### src/rtl/wave_column_fetch.sv
// rtl/wave_column_fetch.sv - capture-RAM reader producing per-column min/max for display.
// Reads a window centred on the trigger address and streams one extrema set per column.
module wave_column_fetch #(
  parameter int COLS     = 800,
  parameter int ADDR_W   = 14,
  parameter int RD_LAT   = 2,
  parameter int MAX_ZOOM = 4
) (
  input  logic              clk,
  input  logic              rst,
  input  logic              display_en,
  output logic              display_done,
  input  logic [ADDR_W-1:0] trig_pos,
  input  logic [ADDR_W-1:0] h_offset,
  input  logic [2:0]        zoom_shift,
  output logic              read_enable,
  output logic [ADDR_W:0]   ram_data_addr,
  input  logic [7:0]        ram_data_out_a,
  input  logic [7:0]        ram_data_out_b,
  output logic              col_valid,
  input  logic              col_ready,
  output logic [9:0]        col_idx,
  output logic [7:0]        col_min_a,
  output logic [7:0]        col_max_a,
  output logic [7:0]        col_min_b,
  output logic [7:0]        col_max_b,
  output logic              busy
);

  localparam int DW = $clog2(RD_LAT + 1);

  typedef enum logic [2:0] {
    S_IDLE, S_SETUP, S_FETCH, S_DRAIN, S_EMIT, S_DONE
  } state_t;

  state_t state, state_next;

  logic              en_s1, en_s;
  logic [2:0]        zoom;
  logic [ADDR_W-1:0] addr;
  logic [ADDR_W-1:0] k;
  logic [RD_LAT-1:0] vld;
  logic [DW-1:0]     drain_cnt;
  logic              first;
  logic              abort;

  logic [2:0]        zoom_c;
  logic [ADDR_W-1:0] base_c;
  logic [ADDR_W-1:0] span_m1;
  logic              last_k;
  logic              last_col;

  // Out-of-range zoom saturates so the window never exceeds the buffer.
  assign zoom_c   = (zoom_shift > 3'(MAX_ZOOM)) ? 3'(MAX_ZOOM) : zoom_shift;
  assign base_c   = trig_pos + h_offset - (ADDR_W'(COLS / 2) << zoom_c);
  assign span_m1  = (ADDR_W'(1) << zoom) - ADDR_W'(1);
  assign last_k   = (k == span_m1);
  assign last_col = (col_idx == 10'(COLS - 1));

  assign read_enable   = (state == S_FETCH);
  assign col_valid     = (state == S_EMIT);
  assign display_done  = (state == S_DONE);
  assign busy          = (state != S_IDLE);
  assign ram_data_addr = {1'b0, addr};

  always_comb begin
    state_next = state;
    case (state)
      S_IDLE:  if (en_s) state_next = S_SETUP;
      S_SETUP: state_next = en_s ? S_FETCH : S_IDLE;
      S_FETCH: if (!en_s || last_k) state_next = S_DRAIN;
      S_DRAIN: if (drain_cnt == DW'(RD_LAT - 1))
                 state_next = (abort || !en_s) ? S_IDLE : S_EMIT;
      S_EMIT: begin
        if (!en_s)          state_next = S_IDLE;
        else if (col_ready) state_next = last_col ? S_DONE : S_FETCH;
      end
      S_DONE:  if (!en_s) state_next = S_IDLE;
      default: state_next = S_IDLE;
    endcase
  end

  always_ff @(posedge clk) begin
    if (rst) begin
      state     <= S_IDLE;
      en_s1     <= 1'b0;
      en_s      <= 1'b0;
      zoom      <= 3'd0;
      addr      <= '0;
      k         <= '0;
      vld       <= '0;
      drain_cnt <= '0;
      first     <= 1'b0;
      abort     <= 1'b0;
      col_idx   <= 10'd0;
      col_min_a <= 8'd0;
      col_max_a <= 8'd0;
      col_min_b <= 8'd0;
      col_max_b <= 8'd0;
    end else begin
      en_s1 <= display_en;
      en_s  <= en_s1;
      state <= state_next;
      vld   <= (vld << 1) | RD_LAT'(read_enable);

      case (state)
        S_SETUP: begin
          zoom    <= zoom_c;
          addr    <= base_c;
          col_idx <= 10'd0;
          k       <= '0;
          first   <= 1'b1;
          abort   <= 1'b0;
        end
        // Columns are contiguous, so the address just keeps incrementing.
        S_FETCH: begin
          addr      <= addr + ADDR_W'(1);
          k         <= k + ADDR_W'(1);
          drain_cnt <= '0;
          if (!en_s) abort <= 1'b1;
        end
        S_DRAIN: drain_cnt <= drain_cnt + DW'(1);
        S_EMIT: begin
          if (en_s && col_ready && !last_col) begin
            col_idx <= col_idx + 10'd1;
            k       <= '0;
            first   <= 1'b1;
          end
        end
        default: ;
      endcase

      if (vld[RD_LAT-1]) begin
        first <= 1'b0;
        if (first) begin
          col_min_a <= ram_data_out_a;
          col_max_a <= ram_data_out_a;
          col_min_b <= ram_data_out_b;
          col_max_b <= ram_data_out_b;
        end else begin
          if (ram_data_out_a < col_min_a) col_min_a <= ram_data_out_a;
          if (ram_data_out_a > col_max_a) col_max_a <= ram_data_out_a;
          if (ram_data_out_b < col_min_b) col_min_b <= ram_data_out_b;
          if (ram_data_out_b > col_max_b) col_max_b <= ram_data_out_b;
        end
      end
    end
  end

endmodule

### config.mk
export PLATFORM = sky130hd
export DESIGN_NAME = wave_column_fetch
export DESIGN_NICKNAME = d
export VERILOG_FILES = /design/src/rtl/wave_column_fetch.sv
export SDC_FILE = /design/constraint.sdc
export NUM_CORES = 1
export LEC_CHECK = 0
export ABC_CLOCK_PERIOD_IN_PS = 4300
export CAP_MARGIN = 30
export CORE_MARGIN = 4
export CORE_UTILIZATION = 40
export CTS_CLUSTER_SIZE = 12
export DETAILED_ROUTE_END_ITERATION = 8
export GPL_TIMING_DRIVEN = 1
export PLACE_DENSITY_LB_ADDON = 0.08
export SLEW_MARGIN = 10
export SYNTH_ARGS = -nofsm -noshare
export SYNTH_HDL_FRONTEND = slang
export SYNTH_SLANG_ARGS = --single-unit
### constraint.sdc
create_clock -name clk -period 4.3 [get_ports clk]
set_clock_uncertainty 0.1 [all_clocks]
set_input_delay 0.86 -clock clk [delete_from_list [all_inputs] [get_ports clk]]
set_output_delay 0.86 -clock clk [all_outputs]
set_load 0.01 [all_outputs]
==> results of run 1 <==
-- worst min path at each step --
| stage | startpoint | slack (ns) | cells past startpoint | endpoint |
|---|---|---|---|---|
| 2_1_floorplan | en_s1 | 0.31 | 1 | en_s |
| 3_3_place_gp | vld[0] | 0.33 | 1 | vld[1] |
| 3_5_place_dp | en_s1 | 0.33 | 1 | en_s |
| 4_1_cts | vld[0] | 0.35 | 1 | vld[1] |
| 5_1_grt | vld[0] | 0.36 | 1 | vld[1] |
| 6_report | vld[0] | 0.34 | 1 | vld[1] |
-- Yosys cell counts (10+ instances only) --
| master | count |
|---|---|
| nand2b_1 | 10 |
| o21ai_0 | 24 |
| o311ai_0 | 14 |
| ha_1 | 55 |
| mux2i_1 | 33 |
| nand3_1 | 28 |
| a21o_1 | 10 |
| nand2_1 | 56 |
| a21oi_1 | 43 |
| nand4_1 | 13 |
| and3_1 | 24 |
| nor2_1 | 66 |
| xnor2_1 | 17 |
| clkbuf_1 | 25 |
| inv_1 | 71 |
| dfxtp_1 | 84 |
| nor2b_1 | 15 |
| nor3_1 | 28 |
| xor2_1 | 15 |
-- state kept, by name (all words and copies together), names as in the netlist --
signal / flops
col_min_a: 8
col_max_a: 8
zoom: 3
k: 14
abort: 1
en_s1: 1
first: 1
col_max_b: 8
vld: 2
state: 3
col_idx: 10
addr: 14
drain_cnt: 2
en_s: 1
col_min_b: 8
-- power by group through the flow --
stage	Sequential, mW	Combinational [mW]	Clock [mW]
floorplan	0.870	0.407	0
global placement	0.880	0.609	0
detailed placement	0.881	0.618	0
CTS	0.864	0.623	0.850
global route	0.871	0.694	0.887
finish	0.865	0.618	0.830
-- cell type report --
class	count	area [sq um]
Clock buffer	9	225
Sequential cell	84	1680
Fill cell	1474	7420
Timing Repair Buffer	121	1180
Clock inverter	6	90.1
Multi-Input combinational cell	564	4040
Tap cell	188	235
Inverter	73	274
-- cell families (layout without fill, tap and decap cells) --
family,after synthesis,in the layout,share of synthesized area
XOR/XNOR,32,32,0.0454
AND/OR/NAND/NOR,277,277,0.232
flip-flops,84,84,0.272
buffers and inverters,112,209,0.0728
AO/OA/AOI/OAI,157,157,0.183
other,1,1,0.000607
multiplexers,33,33,0.0535
adder cells (fa/ha/maj),64,64,0.141
-- layer usage --
layer | vias to the layer above | wire, microns | part of all wire | GRT usage
li1 | 2883 | - | - | -
met5 | - | 0 | 0 | 0
met2 | 129 | 7180 | 0.47 | 0.291
met4 | 0 | 240 | 0.016 | 0.0468
met1 | 2728 | 7180 | 0.47 | 0.235
met3 | 20 | 709 | 0.046 | 0.0397
-- through the flow --
stage	setup slack [ns]	power, mW
floorplan	0.614	1.28
global placement	0.214	1.49
finish	0.486	2.31
CTS	0.497	2.34
global route	0.221	2.45
detailed placement	0.173	1.50
==> flow_summary_export.csv, run 1 <==
group,metric,value,unit
timing,period_minus_slack,3.81,ns
route,vias,5760,
clock_tree,postCtsSetupRepairBufs,0,
placed_design,placed_cell_area,7410,sq um
synth,synth_edf_count,0,
setup_path,crit_start,"zoom_shift[2]",
synth,synthTopCellsByArea,"dfxtp_1 27%, ha_1 11%, mux2i_1 5.4%",
floorplanning,die_y,132,microns
clock_tree,clock_path_buffers,2,
setup_path,r2r_cells,7,
finish,area_growth,25.2,%
timing,rsz0062_at_grt,"false",
finish,nNetsFinal,968,
floorplanning,initial_core_util,0.408,
clock_tree,cts.sink_count,84,
clock_tree,cts_tree,"built",
grt,grt.overflow.total,0,
pwr,p_seq_frac,0.374,
setup_path,slowest_delay,0.53,ns
route,drt_first_pass_iters,5,
finish,antenna_cells,0,
clock_tree,hold_buffers,0,
clock_tree,clkSlewWorstSetupHoldPaths,0.06,ns
timing,max_freq,262,MHz
job,maxCapViolCount,0,
pwr,p_int,1.61,mW
setup_path,crit_end,"addr[8]",
setup_path,critPathSlowestCell,"clkdlybuf4s50_1",
placed_design,place_inst,1030,
clock_tree,insertion_delay,0.34,ns
setup_path,crit_chain,"clkdlybuf4s50_1 > nand2b_1 > inv_1 > ha_1 > nor2b_1 > fa_1 > inv_1 > ha_1 > o21ai_0 > a21oi_1 > nor2b_1 > xnor2_1 > a2111oi_0",
synth,ys_ff_latch,84,
synth,syn_inst,760,
route,avgRoutedWirePerCell,14.6,microns
floorplanning,die_w,132,microns
floorplanning,die_area,17500,sq um
route,drtIter0Drc,314,
pwr,power_frac_clock,0.359,
pwr,p_comb_frac,0.267,
timing,slew_headroom,0.454,
finish,final_common_cell,"clkdlybuf4s50_1",
grt,gr-usage-all-layers,0.177,
floorplanning,rows,45,
synth,synth_area_per_cell,8.12,sq um
route,routed_via_density,5.51,
synth,synth_top_cell_area_share,0.272,
synth,yosys_warnings,0,
pwr,ir_worst_vdd,0.000192,V
finish,fin_cells,1045,
synth,synth-main-ff-cell,"dfxtp_1",
clock_tree,cts_buffers,9,
placed_design,port_buffers,110,
placed_design,gp_congestion,0.848,
pwr,swShare,0.304,
synth,yosys.area.top_type,"dfxtp_1",
timing,worstMarginPinSlew,0.817,ns
route,drcViolationCount,0,
setup_path,r2r_start,"state[1]",
grt,grt_pass1_vias,5579,
setup_path,crit_type,"in -> reg",
setup_path,rr_endpoint,"addr[9]",
clock_tree,cts_root_buf,"clkbuf_16",
setup_path,critical_path.top_delay_family,"adder cells",
setup_path,crit_fanout,6,
clock_tree,cts-resized-gates,0,
finish,mostFrequentLayoutCells,"109 x clkdlybuf4s50_1, 84 x dfxtp_1, 71 x inv_1",
pwr,switching_power,0.704,mW
synth,async_flop_share,0,
worst_hold_path,min_path_type,"reg -> reg",
setup_path,critPathLaunchType,"primary input",
route,antenna_left,0,
pwr,leakage,3.07,nW
timing,tns,0,ns
timing,hold_viol_final,0,
run_status,status,"complete, no violations",
route,routed_wl,15300,microns
clock_tree,cts_max_level,3,
setup_path,reg2reg_slack,1.61,ns
synth,synth_area,6170,sq um
timing,setup_viol,0,
placed_design,place_hpwl,11500,microns
floorplanning,io_pins,112,
grt,grt_pass1_wl,26300,microns
setup_path,crit_required,4.41,ns
finish,drive_gt1_frac,0.0618,
synth,mappedNetlistNets,875,
grt,antenna_found_initial,0,
timing,post-route-period-util,0.887,
setup_path,cp.depth,13,
floorplanning,core_area,15100,sq um
setup_path,critPathBufInv,3,
synth,synth_cell_types,77,
timing,fin_hold_ws,0.341,ns
setup_path,endpoint_kind,"flip-flop",
pwr,powerDensity,299,nW/um^2
setup_path,arrival,3.93,ns
timing,slew_violations,0,
finish,postLayoutCellArea,7730,sq um
grt,grt_max_degree,43,
finish,utilization,0.510,
synth,ys_seq_area_frac,0.272,
Note: power is estimated with default switching activity, not from simulation.
==> inputs of run 2 (changes only) <==
--- a/config.mk
+++ b/config.mk
@@ -5,7 +5,7 @@
 export SDC_FILE = /design/constraint.sdc
 export NUM_CORES = 1
 export LEC_CHECK = 0
-export ABC_CLOCK_PERIOD_IN_PS = 4300
+export ABC_CLOCK_PERIOD_IN_PS = 3740
 export CAP_MARGIN = 30
 export CORE_MARGIN = 4
 export CORE_UTILIZATION = 40
==> constraint.sdc (replaced) <==
create_clock -name clk -period 3.74 [get_ports clk]
set_clock_uncertainty 0.1 [all_clocks]
set_input_delay 0.748 -clock clk [delete_from_list [all_inputs] [get_ports clk]]
set_output_delay 0.748 -clock clk [all_outputs]
set_load 0.01 [all_outputs]
==> flow_summary_export.csv, run 2 (same netlist as run 1, synthesis figures left out) <==
group,metric,value,unit
run_status,status,"complete, no violations",
clock_tree,cts_buffers,9,
route,antenna_left,0,
floorplanning,die_area,17500,sq um
clock_tree,cts.sink_count,84,
timing,setup_viol,0,
route,routed_via_density,5.49,
grt,grt_pass1_vias,5797,
worst_hold_path,min_path_type,"reg -> reg",
placed_design,gp_congestion,0.845,
job,maxCapViolCount,0,
floorplanning,io_pins,112,
finish,multi_input_area,4070,sq um
setup_path,endpoint_kind,"flip-flop",
timing,hold_viol_final,0,
grt,gr-usage-all-layers,0.180,
route,drcViolationCount,0,
placed_design,place_hpwl,11900,microns
setup_path,arrival,3.70,ns
grt,grt_pass1_wl,26900,microns
clock_tree,clkSlewWorstSetupHoldPaths,0.06,ns
floorplanning,initial_core_util,0.408,
finish,area_growth,27.7,%
finish,fillers,1460,
clock_tree,postCtsSetupRepairBufs,0,
timing,post-route-period-util,0.954,
finish,reg.largest.list,"addr x14, k x14, col_idx x10",
timing,max_freq,280,MHz
clock_tree,cts_root_buf,"clkbuf_16",
timing,fin_hold_ws,0.340,ns
setup_path,crit_type,"in -> reg",
setup_path,critPathLaunchType,"primary input",
timing,period_minus_slack,3.57,ns
finish,ff_latch_area,1680,sq um
setup_path,crit_chain,"clkdlybuf4s50_1 > nand2b_1 > buf_4 > ha_1 > nor2b_1 > fa_1 > inv_1 > ha_1 > a21oi_1 > o21ai_1 > a31o_2 > a21oi_1 > o41ai_1 > a41o_1",
finish,final_common_cell,"clkdlybuf4s50_1",
pwr,power,2.73,mW
route,drtIter0Drc,309,
pwr,powerDensity,346,nW/um^2
timing,slew_headroom,0.437,
setup_path,critPathSlowestCell,"clkdlybuf4s50_1",
setup_path,crit_fanout,4,
timing,tns,0,ns
timing,rsz0062_at_grt,"false",
route,drt_first_pass_iters,5,
grt,grt_max_degree,82,
placed_design,port_buffers,110,
grt,antenna_found_initial,0,
pwr,ir_worst_vdd,0.000236,V
route,avgRoutedWirePerCell,14.9,microns
finish,drive_gt1_frac,0.0824,
clock_tree,clock_path_buffers,2,
floorplanning,core_area,15100,sq um
timing,worstMarginPinSlew,0.845,ns
route,routed_wl,15900,microns
clock_tree,cts_tree,"built",
pwr,leakage,3.18,nW
finish,nNetsFinal,984,
setup_path,crit_required,3.87,ns
clock_tree,cts_max_level,3,
floorplanning,die_w,132,microns
floorplanning,die_y,132,microns
grt,grt.overflow.total,0,
finish,antenna_cells,0,
route,vias,5826,
finish,mostFrequentLayoutCells,"108 x clkdlybuf4s50_1, 84 x dfxtp_1, 71 x inv_1",
setup_path,slowest_delay,0.48,ns
floorplanning,rows,45,
timing,slew_violations,0,
clock_tree,insertion_delay,0.34,ns
## run 2: stage by stage
step / util / setup slack (ns) / instance area (sq um) / cells
after floorplan: - / 0.166 / 6170 / 760
after global placement: 0.497 / -0.210 / 7530 / 1046
after detailed placement: 0.497 / -0.297 / 7530 / 1046
after CTS: 0.519 / 0.0770 / 7860 / 1062
after global routing: 0.520 / 0.0390 / 7880 / 1062
final: 0.520 / 0.172 / 7880 / 1062
## run 2: cell type report
| type | count | share of cell area |
|---|---|---|
| Multi-Input combinational cell | 564 | 0.516 |
| Timing Repair Buffer | 137 | 0.165 |
| Clock inverter | 7 | 0.0127 |
| Tap cell | 188 | 0.0298 |
| Sequential cell | 84 | 0.213 |
| Inverter | 73 | 0.0348 |
| Clock buffer | 9 | 0.0286 |
## run 2: per-layer routing
layer | track usage | vias to the layer above | wire [microns]
li1 | - | 2910 | -
met1 | 0.235 | 2773 | 7360
met2 | 0.300 | 126 | 7490
met3 | 0.0473 | 17 | 781
met4 | 0.0445 | 0 | 229
met5 | 0 | - | 0
## run 2: worst paths after layout
check                     start          to  slack, ns  depth (start not counted)
setup reg to reg       state[0]  col_idx[3]       1.29                          6
hold reg to reg          vld[0]      vld[1]       0.34                          1
hold / removal           vld[0]      vld[1]       0.34                          1
setup / recovery  zoom_shift[1]     addr[9]       0.17                         14
## run 2: repair_timing
| item | 4_1_cts | 5_1_grt |
|---|---|---|
| hold buffers | 0 | 0 |
| gates resized for setup | 0 | 7 |
| endpoints found under the setup margin | 0 | 5 |
## run 2: where the power goes
part           switching [mW]  total (mW)  internal [mW]
sequential             0.0567       0.991          0.934
clock                   0.382       0.972          0.590
combinational           0.396       0.768          0.372
total                   0.835        2.73           1.90
## run 2: critical path: cells and delay by family
kind                     cells  cell delay, ns
AO/OA/AOI/OAI                6            1.07
adder cells (fa/ha/maj)      3            0.99
buffers and inverters        3            0.66
AND/OR/NAND/NOR              2            0.24
==> inputs of run 3 (changes only) <==
--- a/config.mk
+++ b/config.mk
@@ -8,7 +8,7 @@
 export ABC_CLOCK_PERIOD_IN_PS = 3740
 export CAP_MARGIN = 30
 export CORE_MARGIN = 4
-export CORE_UTILIZATION = 40
+export CORE_UTILIZATION = 54
 export CTS_CLUSTER_SIZE = 12
 export DETAILED_ROUTE_END_ITERATION = 8
 export GPL_TIMING_DRIVEN = 1
==> flow_summary_export.csv, run 3 (same netlist as run 1, synthesis figures left out) <==
group,metric,value,unit
clock_tree,cts_buffers,9,
timing,post-route-period-util,0.943,
finish,nNetsFinal,985,
route,antenna_left,0,
clock_tree,clkSlewWorstSetupHoldPaths,0.06,ns
setup_path,slowest_delay,0.49,ns
finish,antenna_cells,0,
floorplanning,io_pins,112,
grt,grt_pass1_wl,25900,microns
route,routed_via_density,5.84,
grt,grt_pass1_vias,5715,
timing,max_freq,284,MHz
timing,tns,0,ns
pwr,p_seq_frac,0.353,
pwr,leakage,3.19,nW
setup_path,crit_required,3.87,ns
route,vias,5931,
floorplanning,initial_core_util,0.560,
timing,slew_violations,0,
setup_path,cp.depth,14,
grt,antenna_found_initial,0,
worst_hold_path,min_path_type,"reg -> reg",
finish,mostFrequentLayoutCells,"108 x clkdlybuf4s50_1, 84 x dfxtp_1, 71 x inv_1",
pwr,p_int,1.99,mW
timing,hold_viol_final,0,
finish,area_growth,27.2,%
setup_path,crit_start,"zoom_shift[1]",
pwr,ir_worst_vdd,0.000273,V
route,avgRoutedWirePerCell,15.2,microns
route,routed_wl,15400,microns
run_status,status,"complete, no violations",
finish,final_common_cell,"clkdlybuf4s50_1",
setup_path,endpoint_kind,"flip-flop",
setup_path,r2r_start,"state[0]",
timing,slew_headroom,0.444,
timing,setup_viol,0,
pwr,powerDensity,358,nW/um^2
clock_tree,clock_path_buffers,2,
setup_path,r2r_cells,6,
setup_path,critPathBufInv,3,
setup_path,reg2reg_slack,1.23,ns
pwr,swShare,0.291,
floorplanning,die_area,13200,sq um
setup_path,critical_path.top_delay_family,"adder cells",
setup_path,critPathLaunchType,"primary input",
pwr,p_comb_frac,0.269,
floorplanning,die_y,115,microns
route,drt_first_pass_iters,7,
placed_design,placed_cell_area,7480,sq um
pwr,power_frac_clock,0.378,
timing,rsz0062_at_grt,"false",
route,drcViolationCount,0,
grt,grt.overflow.total,0,
setup_path,crit_chain,"clkdlybuf4s50_1 > nand2b_1 > buf_4 > ha_1 > nor2b_1 > fa_1 > inv_1 > ha_1 > o21ai_0 > a21oi_1 > nand3_1 > o21ai_0 > xor2_1 > a31o_2",
timing,period_minus_slack,3.53,ns
finish,drive_gt1_frac,0.0834,
clock_tree,cts_max_level,3,
finish,postLayoutCellArea,7850,sq um
placed_design,gp_congestion,0.846,
setup_path,rr_endpoint,"col_idx[3]",
clock_tree,insertion_delay,0.34,ns
clock_tree,cts.sink_count,84,
placed_design,port_buffers,110,
clock_tree,cts_tree,"built",
placed_design,place_hpwl,11400,microns
pwr,switching_power,0.816,mW
setup_path,crit_end,"addr[12]",
finish,fillers,922,
setup_path,critPathSlowestCell,"clkdlybuf4s50_1",
route,drtIter0Drc,360,
floorplanning,die_w,115,microns
floorplanning,core_area,11000,sq um
grt,gr-usage-all-layers,0.235,
job,maxCapViolCount,0,
setup_path,crit_type,"in -> reg",
floorplanning,rows,38,
clock_tree,cts_root_buf,"clkbuf_16",
grt,grt_max_degree,82,
finish,reg.largest.list,"addr x14, k x14, col_idx x10",
timing,worstMarginPinSlew,0.833,ns
setup_path,arrival,3.66,ns
setup_path,crit_fanout,4,
[run 3: through the flow]
step            util  cells  power, mW  hold slack (ns)  setup slack (ns)
2_1_floorplan      -    760       1.47            0.314             0.166
3_3_place_gp   0.678    999       1.73            0.326            -0.198
3_5_place_dp   0.678    999       1.76            0.335            -0.292
4_1_cts        0.711   1015       2.82            0.350            0.0574
5_1_grt        0.712   1015       2.96            0.364            0.0407
6_report       0.712   1015       2.81            0.348             0.214
[run 3: final cells by class]
| type | instances | area, sq um | share of cell area |
|---|---|---|---|
| tap | 140 | 175 | 0.0223 |
| inverter | 73 | 274 | 0.0349 |
| timing repair buffer | 138 | 1310 | 0.167 |
| clock buffer | 11 | 253 | 0.0322 |
| multi-input combinational | 564 | 4050 | 0.516 |
| clock inverter | 5 | 106 | 0.0135 |
| sequential | 84 | 1680 | 0.214 |
[run 3: worst min path at each step]
stage | startpoint | to | slack (ns) | cells past startpoint
2_1_floorplan | en_s1 | en_s | 0.31 | 1
3_3_place_gp | vld[0] | vld[1] | 0.33 | 1
3_5_place_dp | en_s1 | en_s | 0.33 | 1
4_1_cts | en_s1 | en_s | 0.35 | 1
5_1_grt | en_s1 | en_s | 0.36 | 1
6_report | en_s1 | en_s | 0.35 | 1
[run 3: layer usage]
metal | wire length [microns] | global-route usage | vias to the layer above
li1 | - | - | 2914
met1 | 6830 | 0.306 | 2817
met2 | 7420 | 0.393 | 175
met3 | 824 | 0.0358 | 25
met4 | 302 | 0.0915 | 0
met5 | 0 | 0 | -
[run 3: power by group through the flow]
stage | combinational [mW] | clock (mW) | sequential [mW]
floorplan | 0.468 | 0 | 1.00
global placement | 0.725 | 0 | 1.01
detailed placement | 0.747 | 0 | 1.01
CTS | 0.753 | 1.08 | 0.989
global route | 0.842 | 1.12 | 0.998
finish | 0.756 | 1.06 | 0.991
[run 3: what timing repair did]
item                       CTS  global route
hold buffers                 0             0
buffers inserted             0             0
setup endpoints to repair    0             6
resized for setup            0             4
